--- src/rtl/mmu_skew_feeder.sv ---
// Tile buffer and diagonal skew feeder for the NxN systolic multiply array.
// Define MMU_FEEDER_DBUF_EN for ping-pong banks so loading overlaps streaming.
module mmu_skew_feeder #(
  parameter int N         = 4,
  parameter int bit_width = 8,
  parameter int DRAIN     = 8
) (
  input  logic                   clk,
  input  logic                   reset,
  input  logic                   in_valid,
  output logic                   in_ready,
  input  logic [N*bit_width-1:0] in_data,
  input  logic [N*bit_width-1:0] in_wt,
  output logic [N*bit_width-1:0] data_arr,
  output logic [N*bit_width-1:0] wt_arr,
  output logic                   mmu_control,
  output logic                   tile_done,
  output logic [7:0]             tile_cnt
);

`ifdef MMU_FEEDER_DBUF_EN
  localparam int NBANK = 2;
`else
  localparam int NBANK = 1;
`endif
  localparam int BEAT_W = (N > 1) ? $clog2(N) : 1;
  localparam int CNT_W  = $clog2(2*N - 1 + DRAIN);
  localparam logic [BEAT_W-1:0] BEAT_LAST = BEAT_W'(N - 1);
  localparam logic [CNT_W-1:0]  T_LAST    = CNT_W'(2*N - 2);
  localparam logic [CNT_W-1:0]  CNT_LAST  = CNT_W'(2*N - 2 + DRAIN);

  typedef enum logic [1:0] {ST_LOAD, ST_STREAM, ST_DRAIN, ST_DONE} state_t;

  state_t                 state, state_nxt;
  logic [BEAT_W-1:0]      beat, beat_nxt;
  logic [CNT_W-1:0]       cnt, cnt_nxt;
  logic [NBANK-1:0]       full, full_nxt;
  logic                   ld_bank, ld_bank_nxt;
  logic                   st_bank, st_bank_nxt;
  logic                   accept, load_last, alt_ready;
  logic [N*bit_width-1:0] data_nxt, wt_nxt;
  logic                   ctrl_nxt, done_nxt, ready_nxt;

  logic [N*bit_width-1:0] buf_a [NBANK][N];
  logic [N*bit_width-1:0] buf_w [NBANK][N];

  assign accept    = in_valid && in_ready;
  assign load_last = accept && (beat == BEAT_LAST);

`ifdef MMU_FEEDER_DBUF_EN
  // The bank being filled may complete on the same edge DONE is evaluated.
  assign alt_ready = full[~st_bank] || (load_last && (ld_bank != st_bank));
`else
  assign alt_ready = 1'b0;
`endif

  // Stage: state register
  always_ff @(posedge clk) begin
    if (reset) begin
      state   <= ST_LOAD;
      beat    <= '0;
      cnt     <= '0;
      full    <= '0;
      ld_bank <= 1'b0;
      st_bank <= 1'b0;
    end else begin
      state   <= state_nxt;
      beat    <= beat_nxt;
      cnt     <= cnt_nxt;
      full    <= full_nxt;
      ld_bank <= ld_bank_nxt;
      st_bank <= st_bank_nxt;
    end
  end

  always_ff @(posedge clk) begin
    if (accept) begin
      buf_a[ld_bank][beat] <= in_data;
      buf_w[ld_bank][beat] <= in_wt;
    end
  end

  // Stage: next-state and bookkeeping
  always_comb begin
    state_nxt = state;
    case (state)
      ST_LOAD:   if (load_last) state_nxt = ST_STREAM;
      ST_STREAM: if (cnt == T_LAST) state_nxt = (DRAIN > 0) ? ST_DRAIN : ST_DONE;
      ST_DRAIN:  if (cnt == CNT_LAST) state_nxt = ST_DONE;
      ST_DONE:   state_nxt = alt_ready ? ST_STREAM : ST_LOAD;
      default:   state_nxt = ST_LOAD;
    endcase
  end

  always_comb begin
    beat_nxt    = beat;
    full_nxt    = full;
    ld_bank_nxt = ld_bank;
    st_bank_nxt = st_bank;
    if (accept) beat_nxt = load_last ? '0 : beat + BEAT_W'(1);
    if (state == ST_DONE) full_nxt[st_bank] = 1'b0;
    if (load_last) full_nxt[ld_bank] = 1'b1;
    if (state == ST_LOAD && load_last) st_bank_nxt = ld_bank;
`ifdef MMU_FEEDER_DBUF_EN
    if (load_last) ld_bank_nxt = ~ld_bank;
    if (state == ST_DONE && alt_ready) st_bank_nxt = ~st_bank;
`endif
    cnt_nxt = '0;
    if ((state_nxt == ST_STREAM || state_nxt == ST_DRAIN) &&
        (state == ST_STREAM || state == ST_DRAIN))
      cnt_nxt = cnt + CNT_W'(1);
  end

  // Stage: output decode, lane i of stream cycle t carries row t-i
  always_comb begin
    data_nxt = '0;
    wt_nxt   = '0;
    if (state_nxt == ST_STREAM) begin
      for (int i = 0; i < N; i++) begin
        for (int j = 0; j < N; j++) begin
          if (int'(cnt_nxt) == i + j) begin
            data_nxt[i*bit_width +: bit_width] = buf_a[st_bank_nxt][BEAT_W'(j)][i*bit_width +: bit_width];
            wt_nxt[i*bit_width +: bit_width]   = buf_w[st_bank_nxt][BEAT_W'(j)][i*bit_width +: bit_width];
          end
        end
      end
    end
    ctrl_nxt  = (state_nxt == ST_STREAM) || (state_nxt == ST_DRAIN);
    done_nxt  = (state_nxt == ST_DONE);
    ready_nxt = !full_nxt[ld_bank_nxt];
  end

  // Stage: output registers
  always_ff @(posedge clk) begin
    if (reset) begin
      data_arr    <= '0;
      wt_arr      <= '0;
      mmu_control <= 1'b0;
      tile_done   <= 1'b0;
      in_ready    <= 1'b1;
      tile_cnt    <= '0;
    end else begin
      data_arr    <= data_nxt;
      wt_arr      <= wt_nxt;
      mmu_control <= ctrl_nxt;
      tile_done   <= done_nxt;
      in_ready    <= ready_nxt;
      if (state == ST_DONE) tile_cnt <= tile_cnt + 8'd1;
    end
  end

endmodule

--- config.mk ---
export PLATFORM = sky130hd
export DESIGN_NAME = mmu_skew_feeder
export DESIGN_NICKNAME = d
export VERILOG_FILES = /design/src/rtl/mmu_skew_feeder.sv
export SDC_FILE = /design/constraint.sdc
export NUM_CORES = 1
export LEC_CHECK = 0
export CAP_MARGIN = 20
export CELL_PAD_IN_SITES_DETAIL_PLACEMENT = 0
export CELL_PAD_IN_SITES_GLOBAL_PLACEMENT = 2
export CORE_MARGIN = 3
export CORE_UTILIZATION = 36
export DETAILED_ROUTE_END_ITERATION = 6
export PLACE_DENSITY_LB_ADDON = 0.15
export SYNTH_ARGS = -nofsm -noshare
export SYNTH_HDL_FRONTEND = slang
export SYNTH_SLANG_ARGS = --single-unit
--- constraint.sdc ---
create_clock -name clk -period 3.2 [get_ports clk]
set_input_delay 0.32 -clock clk [delete_from_list [all_inputs] [get_ports clk]]
set_output_delay 0.32 -clock clk [all_outputs]
set_load 0.005 [all_outputs]
==> impl_table.tex <==
\begin{tabular}{lr}
\hline
Metric & Value \\
\hline
\multicolumn{2}{l}{\textbf{Outcome}} \\
\quad Status & complete, no violations \\
\multicolumn{2}{l}{\textbf{Timing}} \\
\quad Period minus WS final & $\sim$2.6 ns \\
\quad Normalized max-slew margin & a little over two fifths \\
\quad Final Hold Fails & 0 \\
\quad Fin crit share & 80.6\% \\
\quad Unrepaired setup endpoints after global routing & no \\
\quad Final setup violation count & 0 \\
\quad Final setup TNS & 0 ns \\
\quad Pins Over Slew Limit & 0 \\
\quad Highest achievable clock rate & 0.388 GHz \\
\quad Worst-margin pin slew & 0.865 ns \\
\quad Worst clock skew & around 0.015 ns \\
\multicolumn{2}{l}{\textbf{Floorplanning}} \\
\quad Number of rows created at floorplan & 53 \\
\quad Width of the die & roughly 150 µm \\
\quad Ports placed on the boundary & 142 \\
\quad Die outline height & 154 µm \\
\quad Full die area & 23800 µm² \\
\quad Area of the core region & between 20000 and 25000 µm² \\
\quad Effective utilization at floorplan & between 30\% and 40\% \\
\multicolumn{2}{l}{\textbf{Pwr}} \\
\quad Switching power summed over all nets & between 1 and 1.5 mW \\
\quad Fraction of power spent switching nets & between 20\% and 30\% \\
\quad Fraction of power consumed by sequential logic & between 50\% and 60\% \\
\quad IR Drop Worst-Case VDD & approximately 0.31 mV \\
\quad Leakage power & about 3.3 nW \\
\quad Power density over cell area & between 500 and 600 nW/µm² \\
\quad Portion of total power attributed to the clock network & 44.0\% \\
\quad Internal portion of total power & roughly 4.7 mW \\
\quad Combinational Power Share & 3.6\% \\
\multicolumn{2}{l}{\textbf{Flow run}} \\
\quad Reported max-cap violation count & 0 \\
\multicolumn{2}{l}{\textbf{Global routing}} \\
\quad Global Route met1 Usage & 19.7\% \\
\quad Maximum number of pins on one net before global-route repair & 62 \\
\quad Met2 routing resource usage after global routing & 25.3\% \\
\quad Initial antenna violation count & 0 \\
\quad Overflow left after global routing & 0 \\
\quad Grt peak-use layer & met2 \\
\quad GRT Total Usage & 15.0\% \\
\quad Wire length of the first global-routing pass & about 29000 µm \\
\quad Global Route met3 Usage & $\sim$2.7\% \\
\quad Number of global-route vias before repair & between 5000 and 6000 \\
\multicolumn{2}{l}{\textbf{Critical path}} \\
\quad R2R cell count & 10 \\
\quad Arrival time at the worst endpoint & 2.97 ns \\
\quad Critical path endpoint category & register \\
\quad Peak fanout along the critical path & 36 \\
\quad Data required, critical path & 3.60 ns \\
\quad Worst Path Class, Setup & register to register \\
\quad Critical Path Start Type & register \\
\multicolumn{2}{l}{\textbf{Detailed routing}} \\
\quad DR WL/cell & roughly 19 µm \\
\quad Via-per-instance ratio & roughly 5.3 \\
\quad Initial DRT Pass Iterations & 5 \\
\quad Detail Route Antenna Nets & 0 \\
\quad Wire length reported by the detailed router & between 15000 and 20000 µm \\
\quad DR DRC count & 0 \\
\quad Detailed-route via count & slightly above 5000 \\
\quad Number of violations reported at the end of detailed-routing iteration 0 & between 200 and 250 \\
\multicolumn{2}{l}{\textbf{Layout}} \\
\quad Fraction of layout cells with a size suffix above 1 & roughly a tenth \\
\quad Final std cells w/o fill & between 900 and 1000 \\
\quad Highest-count cells in the layout ignoring fill and taps & 141 x sky130\_fd\_sc\_hd\_\_clkdlybuf4s50\_1, 128 x sky130\_fd\_sc\_hd\_\_edfxtp\_1, 84 x sky130\_fd\_sc\_hd\_\_dfxtp\_1, 53 x sky130\_fd\_sc\_hd\_\_nand3\_1, 52 x sky130\_fd\_sc\_hd\_\_nand4\_1 \\
\quad Number of fill cells & between 1500 and 2000 \\
\quad Most common cell after layout, fill and taps aside & sky130\_fd\_sc\_hd\_\_clkdlybuf4s50\_1 \\
\quad Count of antenna diodes in the layout & 0 \\
\quad Cell area after layout & 10400 µm² \\
\quad Area growth, synth to finish & 31.2\% \\
\quad Final core utilization & between 40\% and 50\% \\
\quad Final \#Nets & approximately 770 \\
\multicolumn{2}{l}{\textbf{Synth}} \\
\quad Post-Syn Area & about 7900 µm² \\
\quad Adder-cell area share of the yosys netlist & a little over 2\% \\
\quad Avg Synthesized Cell Area & 14.0 µm² \\
\quad Area fraction in compound gates after synthesis & between 8 and 9\% \\
\quad Area share of xor/xnor cells in the synthesized design & under 10\% \\
\quad Synth top area share & about half \\
\quad Share of cell area taken by muxes after synthesis & less than 1\% \\
\quad Portion of the post-synthesis area used by sequential elements & between 60\% and 70\% \\
\quad Count of cell types in the netlist & 44 \\
\quad Proportion of register bits with asynchronous set or reset after synthesis & 0\% \\
\quad Cell type with the largest total area after synthesis & sky130\_fd\_sc\_hd\_\_edfxtp\_1 \\
\quad Post-synth net total & 647 \\
\quad Dominant combinational cell family by area after synthesis & simple AND/OR/NAND/NOR gates \\
\quad Simple-gate area share of the yosys netlist & between 10\% and 20\% \\
\quad Flip-flop and latch count after synthesis & 212 \\
\quad Dominant cells by area after synthesis & sky130\_fd\_sc\_hd\_\_edfxtp\_1 49\%, sky130\_fd\_sc\_hd\_\_dfxtp\_1 21\%, sky130\_fd\_sc\_hd\_\_nand4\_1 4.1\% \\
\quad Cells after Synth & around 570 \\
\quad Synthesis Warnings & 0 \\
\quad Count of flip-flops with a built-in enable after synthesis & $\sim$130 \\
\quad Main flop type after synthesis & sky130\_fd\_sc\_hd\_\_edfxtp\_1 \\
\multicolumn{2}{l}{\textbf{Min path}} \\
\quad Class of the worst hold path & input pin to register \\
\quad Hold-critical path depth & 1 \\
\multicolumn{2}{l}{\textbf{Clock network}} \\
\quad Root Buffer Master & sky130\_fd\_sc\_hd\_\_clkbuf\_16 \\
\quad Number of clock sinks & around 210 \\
\quad H-Tree Depth & 1 \\
\quad Number of buffers inserted by post-CTS setup repair & 0 \\
\quad Clock Tree Buf Depth & 3 \\
\quad Post-CTS Hold Buffers & 0 \\
\quad Worst-Skew Late Latency & 0.50 ns \\
\quad TritonCTS clock tree & built \\
\quad Quantity of gates resized following cts & 0 \\
\quad TritonCTS buffer count & 23 \\
\quad Clock slew seen by the registers of the worst setup and hold paths & approximately 0.06 ns \\
\multicolumn{2}{l}{\textbf{Place}} \\
\quad Global placement routability congestion & 0.773 \\
\quad Number of port buffers & 141 \\
\quad Placed inst area & just under 10000 µm² \\
\quad \# placed instances & around 940 \\
\quad HPWL after DPL & 11100 µm \\
\hline
\end{tabular}
-- kinds of logic after synthesis --
logic type | after synthesis
and+or+nand+nor | 189
buffers and inverters | 63
DFF | 212
xor gates and xnor gates | 7
muxes | 3
AOI/OAI and AO/OA | 80
adders and majority gates | 13
-- critical path, cell delays in order, from the launching register on --
cell and delay [ns]:
sky130_fd_sc_hd__dfxtp_1 0.33, sky130_fd_sc_hd__inv_1 0.15, sky130_fd_sc_hd__ha_1 0.22, sky130_fd_sc_hd__nand4_1 0.10, sky130_fd_sc_hd__o21a_1 0.20, sky130_fd_sc_hd__o21ai_0 0.26, sky130_fd_sc_hd__ha_1 0.29, sky130_fd_sc_hd__and3b_2 0.28
sky130_fd_sc_hd__buf_12 0.22, sky130_fd_sc_hd__nand4_1 0.12, sky130_fd_sc_hd__a311oi_1 0.28
-- final timing paths --
check                                              end  slack [ns]                 start
worst max-delay path              wt_arr[3]$_SDFF_PP0_        0.62   state[0]$_SDFF_PP0_
worst min-delay path            buf_a[0][91]$_DFFE_PP_        0.40           in_data[27]
worst min register to register    beat[1]$_SDFFE_PP0P_        0.49  beat[1]$_SDFFE_PP0P_
worst max register to register    wt_arr[3]$_SDFF_PP0_        0.62   state[0]$_SDFF_PP0_
-- flip-flops by register name, summed over array words and instances, names as in the netlist, 2 cells and up --
signal    count
cnt           4
buf_a        64
buf_w        64
beat          2
tile_cnt      8
wt_arr       32
state         2
data_arr     32
-- metrics by stage --
step	power, mW	setup slack, ns	hold WS [ns]
final	5.83	0.621	0.398
after global routing	6.04	0.381	0.378
after CTS	5.91	0.586	0.375
after detailed placement	3.33	0.341	0.483
after global placement	3.32	0.355	0.465
after floorplan	3.17	0.388	0.419
-- power groups by stage --
stage,Clock [mW],Combinational (mW),Sequential (mW)
2_1_floorplan,0,0.0648,3.11
3_3_place_gp,0,0.211,3.11
3_5_place_dp,0,0.217,3.11
4_1_cts,2.64,0.218,3.05
5_1_grt,2.75,0.231,3.06
6_report,2.57,0.212,3.05
-- routing by layer --
layer	wire length (µm)	vias to the layer above
met5	0	-
met4	391	0
met3	816	30
met2	9030	131
met1	8140	2565
li1	-	2469
-- cells in the mapped netlist (2+ instances only) --
cell,number
sky130_fd_sc_hd__o21ai_0,4
sky130_fd_sc_hd__or3_1,4
sky130_fd_sc_hd__and3_1,2
sky130_fd_sc_hd__buf_2,19
sky130_fd_sc_hd__ha_1,13
sky130_fd_sc_hd__buf_1,2
sky130_fd_sc_hd__nor2_1,9
sky130_fd_sc_hd__inv_1,7
sky130_fd_sc_hd__xor2_1,3
sky130_fd_sc_hd__buf_6,2
sky130_fd_sc_hd__a211oi_2,10
sky130_fd_sc_hd__buf_4,11
sky130_fd_sc_hd__nand2b_1,2
sky130_fd_sc_hd__nand4_1,52
sky130_fd_sc_hd__nand3_1,53
sky130_fd_sc_hd__mux2i_1,3
sky130_fd_sc_hd__a311oi_1,17
sky130_fd_sc_hd__a211oi_1,38
sky130_fd_sc_hd__nand2_1,21
sky130_fd_sc_hd__nor3_1,5
sky130_fd_sc_hd__clkbuf_1,22
sky130_fd_sc_hd__dfxtp_1,84
sky130_fd_sc_hd__edfxtp_1,128
sky130_fd_sc_hd__a21oi_1,4
sky130_fd_sc_hd__nand4b_1,32
sky130_fd_sc_hd__nor2b_1,2
-- cell type report --
class	instances	area [µm²]	area share [%]
multi-input combinational	292	2110	20.3
inverter	7	26.3	0.253
clock buffer	30	662	6.37
sequential	212	5530	53.2
timing repair buffer	157	1630	15.7
tap	275	344	3.31
clock inverter	12	87.6	0.843
No activity file was read; power rests on OpenSTA's default activity.
